**src/rtl/itlb_refill_ctrl.sv**
```systemverilog
// I-TLB refill sequencer: miss -> L2 TLB query -> victim selection -> slot write, plus INVTLB pulse.
// Optional ITLB_PERF_CNT_EN adds perf_miss_cnt / perf_stall_cnt outputs.
module itlb_refill_ctrl #(
  parameter int ENTRIES = 32,
  parameter int IDX_W   = 5,
  parameter int VPN_W   = 20,
  parameter int ASID_W  = 10,
  parameter int ENTRY_W = 64
) (
  input  logic               clk,
  input  logic               rst,
  input  logic               miss_valid,
  output logic               miss_ready,
  input  logic [VPN_W-1:0]   miss_vpn,
  input  logic [ASID_W-1:0]  miss_asid,
  input  logic               flush,
  input  logic               inv_all,
  input  logic [ENTRIES-1:0] valid_vec,
  output logic               l2_req_valid,
  input  logic               l2_req_ready,
  output logic [VPN_W-1:0]   l2_req_vpn,
  output logic [ASID_W-1:0]  l2_req_asid,
  input  logic               l2_resp_valid,
  input  logic               l2_resp_hit,
  input  logic [ENTRY_W-1:0] l2_resp_entry,
  output logic               wr_en,
  output logic [IDX_W-1:0]   wr_idx,
  output logic [ENTRY_W-1:0] wr_entry,
  output logic               inv_en,
  output logic               refill_done,
  output logic               refill_fault,
  output logic               busy
`ifdef ITLB_PERF_CNT_EN
  ,
  output logic [31:0]        perf_miss_cnt,
  output logic [31:0]        perf_stall_cnt
`endif
);

  localparam logic [2:0] S_IDLE = 3'd0;
  localparam logic [2:0] S_REQ  = 3'd1;
  localparam logic [2:0] S_WAIT = 3'd2;
  localparam logic [2:0] S_FILL = 3'd3;
  localparam logic [2:0] S_DROP = 3'd4;

  logic [2:0]         state_q, state_d;
  logic [VPN_W-1:0]   vpn_q, vpn_d;
  logic [ASID_W-1:0]  asid_q, asid_d;
  logic [ENTRY_W-1:0] entry_q, entry_d;
  logic [IDX_W-1:0]   victim_q, victim_d;
  logic               rr_used_q, rr_used_d;
  logic [IDX_W-1:0]   rr_q, rr_d;
  logic               fault_q, fault_d;
  logic               inv_q;
  logic               abort;
  logic               free_found;
  logic [IDX_W-1:0]   free_idx;

  assign abort = flush | inv_all;

  // Lowest-index free slot; the descending loop lets the smallest index win.
  always_comb begin
    free_found = 1'b0;
    free_idx   = '0;
    for (int i = ENTRIES - 1; i >= 0; i--) begin
      if (!valid_vec[i]) begin
        free_found = 1'b1;
        free_idx   = IDX_W'(i);
      end
    end
  end

  always_comb begin
    state_d   = state_q;
    vpn_d     = vpn_q;
    asid_d    = asid_q;
    entry_d   = entry_q;
    victim_d  = victim_q;
    rr_used_d = rr_used_q;
    fault_d   = 1'b0;
    case (state_q)
      S_IDLE: begin
        if (miss_valid && miss_ready) begin
          vpn_d   = miss_vpn;
          asid_d  = miss_asid;
          state_d = S_REQ;
        end
      end
      S_REQ: begin
        // A request accepted together with an abort still owes us one response.
        if (l2_req_ready) state_d = abort ? S_DROP : S_WAIT;
        else if (abort)   state_d = S_IDLE;
      end
      S_WAIT: begin
        if (l2_resp_valid) begin
          if (abort) begin
            state_d = S_IDLE;
          end else if (l2_resp_hit) begin
            entry_d   = l2_resp_entry;
            victim_d  = free_found ? free_idx : rr_q;
            rr_used_d = !free_found;
            state_d   = S_FILL;
          end else begin
            fault_d = 1'b1;
            state_d = S_IDLE;
          end
        end else if (abort) begin
          state_d = S_DROP;
        end
      end
      S_FILL: state_d = S_IDLE;
      S_DROP: if (l2_resp_valid) state_d = S_IDLE;
      default: state_d = S_IDLE;
    endcase
  end

  assign rr_d = (wr_en && rr_used_q) ? rr_q + 1'b1 : rr_q;

  always_ff @(posedge clk or posedge rst) begin
    if (rst) begin
      state_q   <= S_IDLE;
      vpn_q     <= '0;
      asid_q    <= '0;
      entry_q   <= '0;
      victim_q  <= '0;
      rr_used_q <= 1'b0;
      rr_q      <= '0;
      fault_q   <= 1'b0;
      inv_q     <= 1'b0;
    end else begin
      state_q   <= state_d;
      vpn_q     <= vpn_d;
      asid_q    <= asid_d;
      entry_q   <= entry_d;
      victim_q  <= victim_d;
      rr_used_q <= rr_used_d;
      rr_q      <= rr_d;
      fault_q   <= fault_d;
      inv_q     <= inv_all;
    end
  end

  assign miss_ready   = (state_q == S_IDLE) && !inv_all && !flush;
  assign l2_req_valid = (state_q == S_REQ);
  assign l2_req_vpn   = vpn_q;
  assign l2_req_asid  = asid_q;
  assign wr_en        = (state_q == S_FILL) && !inv_all;
  assign refill_done  = wr_en;
  assign wr_idx       = victim_q;
  assign wr_entry     = entry_q;
  assign inv_en       = inv_q;
  assign refill_fault = fault_q;
  assign busy         = (state_q != S_IDLE);

`ifdef ITLB_PERF_CNT_EN
  logic [31:0] miss_cnt_q, stall_cnt_q;

  always_ff @(posedge clk or posedge rst) begin
    if (rst) begin
      miss_cnt_q  <= '0;
      stall_cnt_q <= '0;
    end else begin
      if (miss_valid && miss_ready) miss_cnt_q <= miss_cnt_q + 32'd1;
      if (busy)                     stall_cnt_q <= stall_cnt_q + 32'd1;
    end
  end

  assign perf_miss_cnt  = miss_cnt_q;
  assign perf_stall_cnt = stall_cnt_q;
`endif

endmodule
```
**config.mk**
```make
export PLATFORM = sky130hd
export DESIGN_NAME = itlb_refill_ctrl
export DESIGN_NICKNAME = d
export VERILOG_FILES = /design/src/rtl/itlb_refill_ctrl.sv
export SDC_FILE = /design/constraint.sdc
export NUM_CORES = 1
export LEC_CHECK = 0
export CAP_MARGIN = 20
export CORE_ASPECT_RATIO = 0.75
export CORE_UTILIZATION = 43
export CTS_BUF_LIST = sky130_fd_sc_hd__clkbuf_8 sky130_fd_sc_hd__clkbuf_16
export CTS_CLUSTER_SIZE = 10
export DETAILED_ROUTE_END_ITERATION = 8
export GPL_TIMING_DRIVEN = 1
export PLACE_DENSITY_LB_ADDON = 0.3
export SYNTH_ARGS = -nofsm -noshare
export SYNTH_HDL_FRONTEND = slang
export SYNTH_SLANG_ARGS = --single-unit
```
**constraint.sdc**
```tcl
create_clock -name clk -period 6.3 [get_ports clk]
set_clock_uncertainty 0.1 [all_clocks]
set_input_delay 1.26 -clock clk [delete_from_list [all_inputs] [get_ports clk]]
set_output_delay 1.26 -clock clk [all_outputs]
set_load 0.01 [all_outputs]
```
==> Word level (Yosys, flattened, before mapping) <==
Cells that the tools add are included.
Widths: inputs -> output; s select.
{ "word_totals": {"in_bits": 134, "register_bits": 110, "n_memories": 0, "latchBits": 0, "output_inout_bits": 106, "ram_bits": 0, "romBits": 0} }
{ "classes": {"n_lt_le_gt_ge": 0, "n_addsub": 1, "multipliers": 0, "div": 0, "eq_ne": 8, "n_mux": 79, "n_reduce_logical": 13, "n_shift": 0, "bitwise": 2} }
{ "ops": {"columns": ["operator", "n"], "rows": [
  ["$mux 5", 33],
  ["$mux 1", 36],
  ["$mux 3", 7],
  ["$pmux 3 s4", 1],
  ["$reduce_and 4->1", 2],
  ["$eq 3x2->1 const B", 2],
  ["$add 5x1->5 const B", 1],
  ["$logic_and 1x1->1", 5],
  ["$mux 2", 2],
  ["$ne 2x2->1 const B", 2],
  ["$eq 3x1->1 const B", 1],
  ["$eq 3x3->1 const B", 1],
  ["$logic_not 1->1", 3],
  ["$logic_not 3->1", 1],
  ["$ne 3x1->1 const B", 1],
  ["$ne 3x3->1 const B", 1],
  ["$reduce_bool 3->1", 1],
  ["$reduce_and 2->1", 1],
  ["$not 1->1", 1],
  ["$or 1x1->1", 1]
]} }

==> Depth between registers and ports, before layout <==
Gate-level depths: netlist (run 1).
{ "depth": {"word_depth": 33, "depth_mapped": 7} }

==> Worst setup path after synthesis (run 1) <==
No wires, ideal clock.
{ "synth_timing": {"path_type": "input to output", "start": "input port inv_all", "end": "output port miss_ready", "path_stages": 2, "arrival_time_ns": 1.878, "path_buffers": 0, "slack_ns": 3.062, "cell_sequence": "or3_4 nor3_2"} }
{ "synth_via": {"elab_chain_cells": 3} }
{ "synth_rtl": {"columns": ["item", "line_no", "text"], "rows": [
  ["start, declared", "17", "input logic inv_all,"],
  ["$logic_not 1->1", "143", "assign miss_ready = (state_q == S_IDLE) && !inv_all && !flush;"],
  ["$logic_and 1x1->1 (2 in a row)", "143", null],
  ["end, declared", "13", "output logic miss_ready,"]
]} }
Every way passes these cells.

==> Worst setup path in the final report (run 1) <==
Same ends and word-level chain as after synthesis.

==> results of run 1 <==
==> layout make-up <==
cell class / instances / area (um^2)
fillers: 760 / 3020
flip-flops and latches: 110 / 2750
repair buffers: 241 / 2410
multi-input cells: 203 / 1730
clock buffers: 9 / 225
well taps: 136 / 170
clock inverters: 6 / 72.6
inverters: 8 / 32.5
==> metrics by stage <==
| step | setup slack (ns) | instance area (um^2) | hold WS (ns) | std cells | utilization [%] |
|---|---|---|---|---|---|
| 2_1_floorplan | 2.04 | 4650 | 0.346 | 335 | - |
| 3_3_place_gp | 1.93 | 7090 | 0.363 | 698 | 68.1 |
| 3_5_place_dp | 1.94 | 7090 | 0.369 | 698 | 68.1 |
| 4_1_cts | 1.92 | 7390 | 0.380 | 713 | 71.0 |
| 5_1_grt | 1.85 | 7390 | 0.403 | 713 | 71.0 |
| 6_report | 1.94 | 7390 | 0.376 | 713 | 71.0 |
==> flip-flops by register name, summed over array words and instances, names as in the netlist <==
name and flops:
l2_req_asid 10, inv_en 1, state_q 3, wr_entry 64
refill_fault 1, l2_req_vpn 20, rr_used_q 1, wr_idx 5
rr_q 5
==> worst reg2reg max path, cell delays in order, from the launching register on <==
cell and delay [ns]:
sky130_fd_sc_hd__dfrtp_1 0.48, sky130_fd_sc_hd__or3_4 0.47, sky130_fd_sc_hd__nor3_4 0.18, sky130_fd_sc_hd__buf_4 0.71, sky130_fd_sc_hd__mux2_2 0.49
==> cells by family after synthesis <==
kind of cell / after synthesis / synth area share [%]
buffers and inverters: 22 / 3.69
XOR/XNOR: 4 / 0.754
AO/OA/AOI/OAI: 33 / 4.79
adder cells (fa/ha/maj): 1 / 0.269
multiplexers: 97 / 23.5
AND/OR/NAND/NOR: 68 / 7.73
flip-flops: 110 / 59.3
==> power by group <==
group | total [mW] | switching, mW | internal, mW
clock network | 0.557 | 0.248 | 0.309
registers | 0.963 | 0.0909 | 0.872
logic | 0.769 | 0.277 | 0.491
total | 2.29 | 0.616 | 1.67
==> worst paths after layout <==
path | startpoint | endpoint | slack, ns | cells past startpoint
hold reg to reg | rr_q[4]$_DFFE_PP0P_ | rr_q[4]$_DFFE_PP0P_ | 0.38 | 1
setup reg to reg | state_q[2]$_DFFE_PP0P_ | wr_entry[39]$_DFFE_PP0P_ | 3.76 | 4
max in group asynchronous | rst | wr_entry[0]$_DFFE_PP0P_ | 3.65 | 3
setup / recovery | inv_all | miss_ready | 1.94 | 4
hold / removal | rr_q[4]$_DFFE_PP0P_ | rr_q[4]$_DFFE_PP0P_ | 0.38 | 1
min in group asynchronous | rst | wr_entry[15]$_DFFE_PP0P_ | 1.23 | 2
==> layout by cell type (no fill, tap or decap), types with 2 or more instances in the layout <==
master and n:
sky130_fd_sc_hd__xnor2_1 3, sky130_fd_sc_hd__o21ai_0 7, sky130_fd_sc_hd__nand4_1 14, sky130_fd_sc_hd__buf_4 2
sky130_fd_sc_hd__mux2_1 42, sky130_fd_sc_hd__nor3_1 5, sky130_fd_sc_hd__and3_1 2, sky130_fd_sc_hd__a21oi_1 3
sky130_fd_sc_hd__clkdlybuf4s50_1 239, sky130_fd_sc_hd__nor2b_1 2, sky130_fd_sc_hd__a31oi_1 6, sky130_fd_sc_hd__nand2b_1 5
sky130_fd_sc_hd__inv_1 7, sky130_fd_sc_hd__dfrtp_1 110, sky130_fd_sc_hd__clkbuf_16 9, sky130_fd_sc_hd__nor2_1 9
sky130_fd_sc_hd__mux2_2 55, sky130_fd_sc_hd__o21bai_1 2, sky130_fd_sc_hd__o211ai_1 2, sky130_fd_sc_hd__nand2_1 18
sky130_fd_sc_hd__nand3_1 5, sky130_fd_sc_hd__clkinv_4 3
==> routing by layer <==
layer  track usage [%]  share of wire, %  vias up  routed length (um)
li1                  -                 -     1694                   -
met1              24.7                39     1741                4630
met2              35.8                50      158                5860
met3              7.96               9.4       17                1110
met4              7.20               1.7        0                 197
met5                 0                 0        -                   0
==> flow_metrics.py, run 1 <==
metrics = {
    "logic_synthesis": {
        "yosysUniqueCellTypes": 45,
        "post_synth_inst_count": 335,
        "async_reset_ff_share_pct": 100,
        "area_fraction_of_the_dominant_cell_type_after_synthesis_pct": 59.3,
        "synth_area_leaders": "sky130_fd_sc_hd__dfrtp_1, sky130_fd_sc_hd__mux2_2, sky130_fd_sc_hd__mux2_1, sky130_fd_sc_hd__nand4_1, sky130_fd_sc_hd__nand2_1",
        "cell_area_synth_um2": 4650,
        "yosys_warnings": 0,
        "synth.ff_latch_count": 110,
        "yosys.cell_count.top_type": "sky130_fd_sc_hd__dfrtp_1",
        "yosys-top-cells-count": "sky130_fd_sc_hd__dfrtp_1, sky130_fd_sc_hd__mux2_2, sky130_fd_sc_hd__mux2_1",
        "synth_enable_flop_cells": 0,
        "largest_area_contributor_in_the_synthesized_netlist": "sky130_fd_sc_hd__dfrtp_1",
        "synthFlopType": "sky130_fd_sc_hd__dfrtp_1",
        "mappedNetlistNets": 470,
        "ys_seq_area_share_pct": 59.3,
        "synth.avg_cell_area_um2": 13.9,
    },
    "route": {
        "via_count": 3610,
        "drc": 0,
        "vias_per_cell": 5.06,
        "final_antenna_net_count": 0,
        "drt_wl_total_um": 11800,
        "drt_pass1_iterations": 4,
        "route.detailed.wl_per_inst_um": 16.6,
        "initial_detailed_routing_violation_count": 114,
    },
    "global_route": {
        "number_of_antenna_violations_at_the_first_check_in_global_routing": 0,
        "grt_use_total_pct": 21.2,
        "grt.overflow.total": 0,
        "pin_count_of_the_biggest_net_entering_global_routing": 76,
        "first_pass_grt_wire_length_um": 18200,
        "grt_pass1_vias": 3639,
    },
    "worst_setup_path": {
        "cpMaxStageDelayCell": "sky130_fd_sc_hd__clkdlybuf4s50_1",
        "worstPathRequired_ns": 4.94,
        "critical-path-top-cell-by-count": "sky130_fd_sc_hd__clkdlybuf4s50_1",
        "cp.buffers_inverters": 2,
        "sequence_of_cells_on_the_critical_path": "clkdlybuf4s50_1, or3_4, nor3_2, clkdlybuf4s50_1",
        "worstSetupStartpointType": "input pin",
        "worstSetupPathType": "in2out",
        "arrival_ns": 3.00,
        "crit_path_max_fanout": 5,
        "critical-path-top-delay-family": "buffers and inverters",
        "slowest_delay_ns": 0.59,
        "critical_path.endpoint_type": "output pin",
    },
    "die": {
        "fp.dieW_um": 122,
        "die-area_um2": 11200,
        "io_pins": 240,
        "floorplan.initialDensity_pct": 44.6,
        "floorplan.core_area_um2": 10400,
        "die-height_um": 92.0,
        "placement_rows": 32,
    },
    "sta": {
        "finalSetupTns_ns": 0,
        "slew_violations": 0,
        "fmaxAchievable_mhz": 229,
        "max_slew.worst_pin.slew_ns": 0.928,
        "report.final.setup_viol": 0,
        "final_min_period_over_clock_period_pct": 69.2,
        "grt_setup_unrepaired": "false",
        "hold_viol": 0,
        "slew_headroom_pct": 38.1,
        "timing.final.crit_period_ns": 4.36,
    },
    "power_and_ir_drop": {
        "pwr_density_cell_nw_per_um2": 310,
        "worst_case_vdd_ir_drop_mv": 0.234,
        "finalPower_mw": 2.29,
        "power.leakage_nw": 3.27,
    },
    "clock_network": {
        "cts_max_path_buffers": 2,
        "cts_sinks": 110,
        "clkLatencyLatePin_ns": 0.33,
        "cts.clk_slew.worst_paths_ns": 0.06,
        "cts_tree": "built",
        "cts-buffers-inserted": 9,
        "cts_repair_resize_count": 0,
        "post-cts-setup-buffers": 0,
        "cts.hold.buffers_added": 0,
        "cts.root.buffer_cell": "sky130_fd_sc_hd__clkbuf_16",
        "ctsHtreeMaxLevel": 3,
    },
    "run_status": {
        "outcome": "complete, no violations",
    },
    "placement": {
        "dp_hpwl_um": 9010,
        "io_buffers": 239,
        "gp_congestion": 0.783,
    },
    "final_layout": {
        "nNetsFinal": 708,
        "antenna-diode-count": 0,
        "area_delta_synth_final_pct": 59.0,
        "drive_above_1_share_pct": 13.5,
    },
    "min_path": {
        "classification_of_the_worst_slack_hold_path": "reg2reg",
    },
    "run": {
        "max_cap_violations": 0,
    },
}
No activity file was read; power rests on OpenSTA's default activity.
==> run 2: changes to the inputs <==
- CORE_UTILIZATION: 43 -> 36
- clock period: 6.3 -> 3.9 ns (I/O delays scaled with it)
==> run 2 against run 1 <==
  * Critical path depth unchanged
  * Critical endpoint unchanged
  * Worst hold slack gained 0.0050 ns
  * Sequential power up 62%
==> flow_metrics.py, run 2 (synthesis gave the netlist of run 1 again) <==
metrics = {
    "die": {
        "placement_rows": 35,
        "fp.dieW_um": 133,
        "die-area_um2": 13400,
        "io_pins": 240,
        "floorplan.initialDensity_pct": 37.4,
        "die-height_um": 100,
        "floorplan.core_area_um2": 12400,
    },
    "route": {
        "via_count": 3626,
        "drt_wl_total_um": 11900,
        "initial_detailed_routing_violation_count": 132,
        "drc": 0,
        "route.detailed.wl_per_inst_um": 16.0,
        "vias_per_cell": 4.87,
        "drt_pass1_iterations": 4,
        "final_antenna_net_count": 0,
    },
    "worst_setup_path": {
        "worstPathRequired_ns": 3.02,
        "worstSetupPathType": "in2out",
        "critical-path-top-cell-by-count": "sky130_fd_sc_hd__clkdlybuf4s50_1",
        "crit_path_max_fanout": 5,
        "cpMaxStageDelayCell": "sky130_fd_sc_hd__clkdlybuf4s50_1",
        "arrival_ns": 2.49,
        "sequence_of_cells_on_the_critical_path": "clkdlybuf4s50_1, or3_4, nor3_2, clkdlybuf4s50_1",
        "cp.buffers_inverters": 2,
        "slowest_delay_ns": 0.59,
        "worstSetupStartpointType": "input pin",
        "critical-path-top-delay-family": "buffers and inverters",
        "critical_path.endpoint_type": "output pin",
    },
    "power_and_ir_drop": {
        "pwr_density_cell_nw_per_um2": 492,
        "portion_of_total_power_attributed_to_combinational_logic_pct": 33.8,
        "power_report.internal_total_mw": 2.65,
        "power.switching_mw": 1.01,
        "seq_power_share_pct": 42.6,
        "p_sw_share_pct": 27.6,
        "power.clock.fraction_pct": 23.5,
        "worst_case_vdd_ir_drop_mv": 0.260,
        "power.leakage_nw": 3.28,
    },
    "global_route": {
        "pin_count_of_the_biggest_net_entering_global_routing": 64,
        "number_of_antenna_violations_at_the_first_check_in_global_routing": 0,
        "grt.overflow.total": 0,
        "grt_use_total_pct": 18.4,
        "grt_pass1_vias": 3726,
        "first_pass_grt_wire_length_um": 19200,
    },
    "placement": {
        "dp_hpwl_um": 9010,
        "gp_congestion": 0.762,
        "io_buffers": 239,
        "cell_count_after_placement": 729,
    },
    "clock_network": {
        "clkLatencyLatePin_ns": 0.34,
        "cts_tree": "built",
        "cts.hold.buffers_added": 0,
        "cts_max_path_buffers": 2,
        "cts-buffers-inserted": 9,
        "ctsHtreeMaxLevel": 3,
        "cts_repair_resize_count": 0,
        "post-cts-setup-buffers": 0,
        "cts.clk_slew.worst_paths_ns": 0.07,
        "cts.root.buffer_cell": "sky130_fd_sc_hd__clkbuf_16",
        "cts_sinks": 110,
    },
    "final_layout": {
        "layoutNonFillerInstCount": 745,
        "antenna-diode-count": 0,
        "nNetsFinal": 709,
        "area_delta_synth_final_pct": 59.9,
        "layout.cells.most_common_list": "sky130_fd_sc_hd__clkdlybuf4s50_1, sky130_fd_sc_hd__dfrtp_1, sky130_fd_sc_hd__mux2_2, sky130_fd_sc_hd__mux2_1, sky130_fd_sc_hd__nand2_1",
        "layout.cells.most_common": "sky130_fd_sc_hd__clkdlybuf4s50_1",
        "layout.filler_cells": 999,
        "area.sequential_um2": 2750,
        "multi_input_area_um2": 1730,
        "drive_above_1_share_pct": 13.8,
        "number_of_flip_flops_in_the_largest_register": 64,
    },
    "sta": {
        "final_min_period_over_clock_period_pct": 86.5,
        "timing.final.crit_period_ns": 3.37,
        "report.final.setup_viol": 0,
        "hold_viol": 0,
        "max_slew.worst_pin.slew_ns": 0.725,
        "fmaxAchievable_mhz": 296,
        "grt_setup_unrepaired": "false",
        "finalSetupTns_ns": 0,
        "slew_headroom_pct": 51.5,
        "slew_violations": 0,
    },
    "min_path": {
        "classification_of_the_worst_slack_hold_path": "reg2reg",
    },
    "run_status": {
        "outcome": "complete, no violations",
    },
    "run": {
        "max_cap_violations": 0,
    },
}
==> run 2: changes by cell type in the layout (fill, tap and decap cells not counted) <==
| cell | delta |
|---|---|
| sky130_fd_sc_hd__clkinv_2 | +2 |
| sky130_fd_sc_hd__clkinv_4 | -2 |
| sky130_fd_sc_hd__buf_12 | +1 |
| sky130_fd_sc_hd__bufinv_16 | -1 |
| sky130_fd_sc_hd__inv_6 | +1 |
| sky130_fd_sc_hd__inv_8 | +1 |
==> run 2: area by class of cell <==
type / count / area share [%]
clock buffer: 9 / 3.03
clock inverter: 7 / 0.741
inverter: 8 / 0.438
multi-input combinational: 203 / 23.3
sequential: 110 / 37.1
tap: 166 / 2.80
timing repair buffer: 242 / 32.7
==> run 2: per-layer routing <==
metal / wire [um] / GRT usage, % / vias up / part of all wire, %
met5: 0 / 0 / - / 0
li1: - / - / 1687 / -
met2: 5300 / 28.8 / 171 / 45
met1: 5430 / 24.2 / 1753 / 46
met4: 155 / 5.07 / 0 / 1.3
met3: 1020 / 6.52 / 15 / 8.5
==> run 2: power groups by stage <==
stage	Combinational, mW	Clock, mW	Sequential (mW)
finish	1.24	0.859	1.56
global route	1.32	0.938	1.60
CTS	1.25	0.892	1.56
detailed placement	1.25	0	1.58
global placement	1.23	0	1.56
floorplan	0.352	0	1.68
==> run 2: path summary, 6_finish.rpt <==
kind | depth (start not counted) | from | end | slack [ns]
max in group asynchronous | 3 | rst | l2_req_vpn[15]$_DFFE_PP0P_ | 2.15
max reg2reg | 4 | state_q[2]$_DFFE_PP0P_ | wr_entry[40]$_DFFE_PP0P_ | 1.59
min in group asynchronous | 2 | rst | wr_entry[60]$_DFFE_PP0P_ | 0.76
min | 1 | rr_q[4]$_DFFE_PP0P_ | rr_q[4]$_DFFE_PP0P_ | 0.38
max | 4 | inv_all | miss_ready | 0.53
min reg2reg | 1 | rr_q[4]$_DFFE_PP0P_ | rr_q[4]$_DFFE_PP0P_ | 0.38
==> run 2: metrics by stage <==
step           power (mW)  worst slack, ns  utilization (%)  area, um^2  hold WS, ns
6_report             3.65            0.526             59.7        7430        0.381
5_1_grt              3.85            0.450             59.7        7430        0.406
4_1_cts              3.70            0.522             59.7        7430        0.391
3_5_place_dp         2.82            0.536             57.5        7150        0.374
3_3_place_gp         2.79            0.567             57.5        7150        0.362
2_1_floorplan        2.04            0.118                -        4650        0.346
==> run 3: changes to the inputs <==
- MAX_ROUTING_LAYER: not set -> met4
==> run 3 against run 2 <==
  * Critical path depth unchanged
  * Final cell count stayed put
  * Final area is the same
  * First-iteration DRC count down 6.8%
  * Critical path type unchanged
  * Total power barely moved
  * Register-to-register slack about the same
==> flow_metrics.py, run 3 (synthesis gave the netlist of run 1 again) <==
metrics = {
    "final_layout": {
        "number_of_flip_flops_in_the_largest_register": 64,
        "area.sequential_um2": 2750,
        "area_delta_synth_final_pct": 59.9,
        "layout.filler_cells": 999,
        "layoutNonFillerInstCount": 745,
        "layout.cells.most_common_list": "sky130_fd_sc_hd__clkdlybuf4s50_1, sky130_fd_sc_hd__dfrtp_1, sky130_fd_sc_hd__mux2_2, sky130_fd_sc_hd__mux2_1, sky130_fd_sc_hd__nand2_1",
        "multi_input_area_um2": 1730,
        "antenna-diode-count": 0,
        "layout.cells.most_common": "sky130_fd_sc_hd__clkdlybuf4s50_1",
        "drive_above_1_share_pct": 13.8,
        "nNetsFinal": 709,
    },
    "worst_setup_path": {
        "regToRegStartpoint": "state_q[2]$_DFFE_PP0P_",
        "r2r_cells": 4,
        "cp-startpoint": "inv_all",
        "setup.reg_to_reg.worst_slack_ns": 1.59,
        "worstSetupStartpointType": "input pin",
        "worstPathRequired_ns": 3.02,
        "crit_path_max_fanout": 5,
        "r2r-end": "wr_entry[41]$_DFFE_PP0P_",
        "worstSetupPathType": "in2out",
        "critical_path.endpoint_type": "output pin",
        "critPathCapture": "miss_ready",
        "arrival_ns": 2.50,
    },
    "route": {
        "drt_pass1_iterations": 4,
        "initial_detailed_routing_violation_count": 123,
        "vias_per_cell": 4.86,
        "final_antenna_net_count": 0,
        "route.detailed.wl_per_inst_um": 16.0,
        "drc": 0,
        "drt_wl_total_um": 11900,
        "via_count": 3619,
    },
    "sta": {
        "timing.final.crit_period_ns": 3.38,
        "finalSetupTns_ns": 0,
        "slew_headroom_pct": 51.1,
        "fmaxAchievable_mhz": 296,
        "hold_viol": 0,
        "slew_violations": 0,
        "final_min_period_over_clock_period_pct": 86.7,
        "grt_setup_unrepaired": "false",
        "fin_worst_hold_slack_ns": 0.381,
        "report.final.setup_viol": 0,
        "max_slew.worst_pin.slew_ns": 0.731,
    },
    "clock_network": {
        "ctsHtreeMaxLevel": 3,
        "cts.clk_slew.worst_paths_ns": 0.07,
        "cts.root.buffer_cell": "sky130_fd_sc_hd__clkbuf_16",
        "cts_tree": "built",
        "cts.hold.buffers_added": 0,
        "cts_max_path_buffers": 2,
        "clkLatencyLatePin_ns": 0.34,
        "cts_repair_resize_count": 0,
        "cts_sinks": 110,
        "cts-buffers-inserted": 9,
        "post-cts-setup-buffers": 0,
    },
    "die": {
        "io_pins": 240,
        "fp.dieW_um": 133,
        "floorplan.core_area_um2": 12400,
        "floorplan.initialDensity_pct": 37.4,
        "die-area_um2": 13400,
        "die-height_um": 100,
        "placement_rows": 35,
    },
    "power_and_ir_drop": {
        "finalPower_mw": 3.65,
        "power.leakage_nw": 3.28,
        "pwr_density_cell_nw_per_um2": 492,
        "worst_case_vdd_ir_drop_mv": 0.260,
    },
    "placement": {
        "gp_congestion": 0.772,
        "dp_hpwl_um": 9010,
        "io_buffers": 239,
        "cell_count_after_placement": 729,
    },
    "run": {
        "max_cap_violations": 0,
    },
    "global_route": {
        "grt_use_total_pct": 19.0,
        "pin_count_of_the_biggest_net_entering_global_routing": 64,
        "grt_pass1_vias": 3728,
        "first_pass_grt_wire_length_um": 19200,
        "grt.overflow.total": 0,
        "number_of_antenna_violations_at_the_first_check_in_global_routing": 0,
    },
    "min_path": {
        "classification_of_the_worst_slack_hold_path": "reg2reg",
    },
    "run_status": {
        "outcome": "complete, no violations",
    },
}
## run 3: layout make-up
type	count	area share [%]
clock inverters	7	0.741
clock buffers	9	3.03
multi-input cells	203	23.3
flip-flops and latches	110	37.1
well taps	166	2.80
inverters	8	0.438
repair buffers	242	32.7
## run 3: worst max-delay path, stage by stage
cell and delay [ns]:
sky130_fd_sc_hd__clkdlybuf4s50_1 0.48, sky130_fd_sc_hd__or3_4 0.45, sky130_fd_sc_hd__nor3_2 0.20, sky130_fd_sc_hd__clkdlybuf4s50_1 0.59
## run 3: how the worst min path moves through the flow
stage                        startpoint                       end  slack [ns]  depth (start not counted)
2_1_floorplan       rr_q[4]$_DFFE_PP0P_       rr_q[4]$_DFFE_PP0P_        0.35                          1
3_3_place_gp      rr_used_q$_DFFE_PP0P_     rr_used_q$_DFFE_PP0P_        0.36                          1
3_5_place_dp   wr_entry[13]$_DFFE_PP0P_  wr_entry[13]$_DFFE_PP0P_        0.37                          1
4_1_cts           rr_used_q$_DFFE_PP0P_     rr_used_q$_DFFE_PP0P_        0.39                          1
5_1_grt        wr_entry[13]$_DFFE_PP0P_  wr_entry[13]$_DFFE_PP0P_        0.41                          1
6_report            rr_q[4]$_DFFE_PP0P_       rr_q[4]$_DFFE_PP0P_        0.38                          1
## run 3: per-stage QoR
stage               utilization, %  worst slack (ns)  area [um^2]
global placement              57.5             0.567         7150
floorplan                        -             0.118         4650
detailed placement            57.5             0.536         7150
CTS                           59.7             0.522         7430
finish                        59.7             0.518         7430
global route                  59.7             0.454         7430
## run 3: metal layers
| layer | GRT usage (%) | vias to the layer above | part of all wire (%) |
|---|---|---|---|
| met5 | - | - | 0 |
| met4 | 4.90 | 0 | 1.2 |
| met3 | 5.40 | 13 | 6.9 |
| met2 | 28.8 | 160 | 45 |
| met1 | 25.2 | 1762 | 47 |
| li1 | - | 1684 | - |
## run 3: power breakdown
group,switching (mW),internal (mW)
clock,0.419,0.441
combinational,0.441,0.795
sequential,0.148,1.41
